==> config.mk <==
export PLATFORM = sky130hd
export DESIGN_NAME = imem_boot_loader
export DESIGN_NICKNAME = d
export VERILOG_FILES = /design/src/rtl/imem_boot_loader.sv
export SDC_FILE = /design/constraint.sdc
export NUM_CORES = 1
export LEC_CHECK = 0
export CAP_MARGIN = 20
export CELL_PAD_IN_SITES_DETAIL_PLACEMENT = 0
export CELL_PAD_IN_SITES_GLOBAL_PLACEMENT = 1
export CORE_MARGIN = 2
export CORE_UTILIZATION = 32
export CTS_BUF_LIST = sky130_fd_sc_hd__clkbuf_4 sky130_fd_sc_hd__clkbuf_8
export DETAILED_ROUTE_END_ITERATION = 10
export GPL_ROUTABILITY_DRIVEN = 1
export PLACE_DENSITY_LB_ADDON = 0.1
export SYNTH_ARGS = -nofsm -noshare
export SYNTH_HDL_FRONTEND = slang
export SYNTH_SLANG_ARGS = --single-unit
==> constraint.sdc <==
create_clock -name clk -period 2.75 [get_ports clk]
set_clock_uncertainty 0.15 [all_clocks]
set_input_delay 0.275 -clock clk [delete_from_list [all_inputs] [get_ports clk]]
set_output_delay 0.275 -clock clk [all_outputs]
set_load 0.05 [all_outputs]
==> src/rtl/imem_boot_loader.sv <==
// imem_boot_loader
//   Boot-time loader for the core's instruction memory. Collects a byte stream
//   (valid/ready), packs little-endian 32-bit words, writes them to consecutive
//   word addresses, and holds the core in reset until the requested number of
//   words is in memory. In RUN the memory address port follows the core PC.
//
// Ports
//   clk, rst_n          clock, async active-low reset
//   start, word_count   load request; count sampled when start is accepted
//   byte_valid/_data    input byte stream
//   byte_ready          byte accepted this cycle (LOAD only)
//   pc_address          core PC (byte address), used only in RUN
//   imem_addr/_wdata/_we  instruction-memory write/read port
//   cpu_rst_n           active-low core reset, high only in RUN
//   busy, done, error   status; error is sticky until the next valid start
//   pc_misaligned       RUN and PC not word aligned
module imem_boot_loader #(
  parameter int ADDR_WIDTH = 10
) (
  input  logic                  clk,
  input  logic                  rst_n,
  input  logic                  start,
  input  logic [ADDR_WIDTH:0]   word_count,
  input  logic                  byte_valid,
  input  logic [7:0]            byte_data,
  output logic                  byte_ready,
  input  logic [31:0]           pc_address,
  output logic [ADDR_WIDTH-1:0] imem_addr,
  output logic [31:0]           imem_wdata,
  output logic                  imem_we,
  output logic                  cpu_rst_n,
  output logic                  busy,
  output logic                  done,
  output logic                  error,
  output logic                  pc_misaligned
);

  typedef enum logic [1:0] {IDLE, LOAD, WRITE, RUN} state_e;

  localparam logic [ADDR_WIDTH:0] CAP = {1'b1, {ADDR_WIDTH{1'b0}}};

  state_e              state_q, state_d;
  // One bit wider than the address so it compares directly against count-1.
  logic [ADDR_WIDTH:0] word_idx_q, word_idx_d;
  logic [ADDR_WIDTH:0] count_q, count_d;
  logic [1:0]          byte_idx_q, byte_idx_d;
  logic [31:0]         asm_q, asm_d;
  logic                error_q, error_d;
  logic                cpu_rst_n_q, cpu_rst_n_d;
  logic                start_ok;

  assign start_ok = (word_count != '0) && (word_count <= CAP);

  always_comb begin
    state_d    = state_q;
    word_idx_d = word_idx_q;
    count_d    = count_q;
    byte_idx_d = byte_idx_q;
    asm_d      = asm_q;
    error_d    = error_q;
    case (state_q)
      IDLE, RUN: begin
        if (start) begin
          if (start_ok) begin
            state_d    = LOAD;
            count_d    = word_count;
            word_idx_d = '0;
            byte_idx_d = '0;
            asm_d      = '0;
            error_d    = 1'b0;
          end else begin
            error_d = 1'b1;
          end
        end
      end
      LOAD: begin
        if (byte_valid) begin
          asm_d[{byte_idx_q, 3'b000} +: 8] = byte_data;
          byte_idx_d = byte_idx_q + 2'd1;
          if (byte_idx_q == 2'd3) state_d = WRITE;
        end
      end
      WRITE: begin
        if (word_idx_q == count_q - 1'b1) begin
          state_d = RUN;
        end else begin
          word_idx_d = word_idx_q + 1'b1;
          state_d    = LOAD;
        end
      end
      default: state_d = IDLE;
    endcase
    // Registered so the core sees a clean reset edge one cycle after the
    // state decision.
    cpu_rst_n_d = (state_d == RUN);
  end

  always_ff @(posedge clk or negedge rst_n) begin
    if (!rst_n) begin
      state_q     <= IDLE;
      word_idx_q  <= '0;
      count_q     <= '0;
      byte_idx_q  <= '0;
      asm_q       <= '0;
      error_q     <= 1'b0;
      cpu_rst_n_q <= 1'b0;
    end else begin
      state_q     <= state_d;
      word_idx_q  <= word_idx_d;
      count_q     <= count_d;
      byte_idx_q  <= byte_idx_d;
      asm_q       <= asm_d;
      error_q     <= error_d;
      cpu_rst_n_q <= cpu_rst_n_d;
    end
  end

  // PC drives the address only in RUN; upper PC bits wrap modulo capacity.
  assign imem_addr     = (state_q == RUN) ? pc_address[ADDR_WIDTH+1:2]
                                          : word_idx_q[ADDR_WIDTH-1:0];
  assign imem_wdata    = asm_q;
  assign imem_we       = (state_q == WRITE);
  assign byte_ready    = (state_q == LOAD);
  assign busy          = (state_q == LOAD) || (state_q == WRITE);
  assign done          = (state_q == RUN);
  assign error         = error_q;
  assign cpu_rst_n     = cpu_rst_n_q;
  assign pc_misaligned = (state_q == RUN) && (|pc_address[1:0]);

endmodule
==> impl_metrics.json <==
{
  "diodes": 0,
  "num_vias": 3028,
  "synth-seq-cells": 60,
  "cp.buffers_inverters": 1,
  "critPathTopFamily": "simple AND/OR/NAND/NOR gates",
  "ioPinCount": 104,
  "die_h_um": 106,
  "design_area_um2": 4730,
  "worstPathArrival_ns": 2.73,
  "numPortBuffers": 83,
  "htree_levels": 3,
  "worst_slew_pin_slew_ns": 0.553,
  "ant_nets": 0,
  "max-slew-margin-rel_pct": 63.1,
  "tritoncts": "yes",
  "setup_viol": 0,
  "dp.cells": 584,
  "dr.pass1.iters": 4,
  "netlist_instances": 355,
  "grt_usage_pct": 17.2,
  "yosysTopAreaCellShare_pct": 45.1,
  "clkTransAtPathRegs_ns": 0.08,
  "syn_to_final_growth_pct": 42.1,
  "synth_edf_count": 0,
  "synth_largest_area_cell": "dfrtp_1",
  "synth_seq_area_share_pct": 45.1,
  "fin_nets": 528,
  "drc": 0,
  "hold_viol": 0,
  "drive_gt1_share_pct": 16.6,
  "synth_area_per_cell_um2": 9.38,
  "end_kind": "flop",
  "worst_r2r_path_depth": 8,
  "synthFlopType": "dfrtp_1",
  "placed_area_um2": 4460,
  "place_ws_ns": -0.0243,
  "overflow": 0,
  "cp_cell_sequence": "nor4_4, nand4b_1, xnor2_1, or3_4, o41ai_4, buf_6, nor3_1, a211o_1",
  "synthTopCellsByArea": "dfrtp_1 (45%), nand3_1 (5.7%), o21ai_0 (5.4%)",
  "syn_nets": 419,
  "clock_latency_ns": 0.34,
  "slew_violations": 0,
  "critPathLaunchType": "flop",
  "post-route-util_pct": 46.3,
  "fp.dieW_um": 106,
  "power_mw": 4.03,
  "cts_inserted_buffers": 9,
  "path_class": "reg -> reg",
  "start_util_pct": 32.6,
  "clock_path_buffers": 2,
  "max-cap-violations": 0,
  "synth_area_um2": 3330,
  "path_depth": 8,
  "finalCritPeriodShare_pct": 96.3,
  "synth_most_common_cell": "dfrtp_1",
  "finalSetupTns_ns": 0,
  "hold_path.class": "in -> async",
  "max_freq_mhz": 378,
  "place_hpwl_um": 6770,
  "row_count": 37,
  "power.density_nw_per_um2": 851,
  "cts.sinks": 60,
  "wirelength_um": 9340,
  "grt_antenna_before_repair": 0,
  "fin_ws_ns": 0.103,
  "grt_start_max_net_pins": 23,
  "async_flop_share_pct": 100,
  "fillers": 1004,
  "yosysWarnings": 0,
  "ir_drop_v": 0.000388,
  "p_leak_nw": 1.96,
  "fin_crit_ns": 2.65,
  "slowest_delay_ns": 0.43,
  "grt_pass1_vias": 2949,
  "clockRootBuffer": "clkbuf_8",
  "avgViaCountPerCell": 5.00,
  "status": "finished clean",
  "whs_ns": 0.300,
  "fin_cells": 605,
  "slowest_stage": "dfrtp_1",
  "required_ns": 2.83,
  "dieArea_um2": 11200,
  "core_um2": 10200,
  "cp_max_fo": 7,
  "dr.first_iter.drc_count": 68,
  "routedWlPerCell_um": 15.4,
  "grt_pass1_wl_um": 15100,
  "gp_congestion": 0.822,
  "yosys-top-cells-count": "dfrtp_1 (60), nand3_1 (38), inv_1 (37)",
  "synth.distinct_cells": 50
}
[power by group]
group	switching (mW)	internal (mW)	leakage, nW
logic	1.21	0.868	1.08
registers	0.172	1.05	0.806
clock network	0.399	0.329	0.0779
total	1.78	2.25	1.96
[flip-flops by register name, indices dropped and copies added, names as in the netlist]
signal and cells:
byte_idx_q 2, count_q 11, cpu_rst_n 1, error 1, imem_wdata 32, state_q 2
word_idx_q 11
[area by class of cell]
class | count | area (um2) | share of cell area (%)
Clock inverter | 7 | 52.6 | 1.11
Clock buffer | 9 | 124 | 2.62
Inverter | 37 | 139 | 2.93
Timing Repair Buffer | 113 | 1090 | 23.1
Tap cell | 136 | 170 | 3.59
Multi-Input combinational cell | 243 | 1660 | 35.0
Sequential cell | 60 | 1500 | 31.7
[layer usage]
layer	GRT usage, %	wire, um	vias to the layer above
li1	-	-	1474
met1	22.2	4240	1481
met2	28.6	4560	64
met3	3.80	433	9
met4	5.92	106	0
met5	0	0	-
[cell families after synthesis]
logic type               share of synthesized area [%]
AND/OR/NAND/NOR                                   20.4
AO/OA/AOI/OAI                                     15.6
flip-flops                                        45.1
buffers and inverters                             6.72
multiplexers                                      6.01
XOR/XNOR                                          2.89
adder cells (fa/ha/maj)                           3.38
[repair_timing]
action / CTS / global route
endpoints found under the hold margin: 20 / 0
endpoints found under the setup margin: 0 / 12
resized for setup: 0 / 13
hold buffers: 1 / 0
buffers inserted: 0 / 3
[cells in the final DEF, fill, tap and decap left out, types with 4 or more instances in the layout]
cell type         n
xnor2_1           6
clkbuf_8          9
clkdlybuf4s50_1  80
nand3_1          38
or4b_1            4
a21oi_1           6
clkinvlp_4        4
nor3_1            4
ha_1              8
o211ai_1          4
nand2_1          34
inv_1            36
dfrtp_1          60
mux2_2           16
a22o_1            5
buf_4            25
xor2_1            5
o21ai_0          36
a31oi_1           5
nand3b_1          4
nor4_1            6
nor2_1           12
[worst paths after layout]
path                                     start        endpoint  slack (ns)
worst max-delay path                count_q[6]   word_idx_q[2]        0.10
max in group asynchronous                rst_n  imem_wdata[24]        1.47
worst min register to register  imem_wdata[21]  imem_wdata[21]        0.34
min in group clk                imem_wdata[21]  imem_wdata[21]        0.34
worst min-delay path                     rst_n      state_q[0]        0.30
worst max register to register      count_q[6]   word_idx_q[2]        0.10
Power figures use the tool's default switching activity.
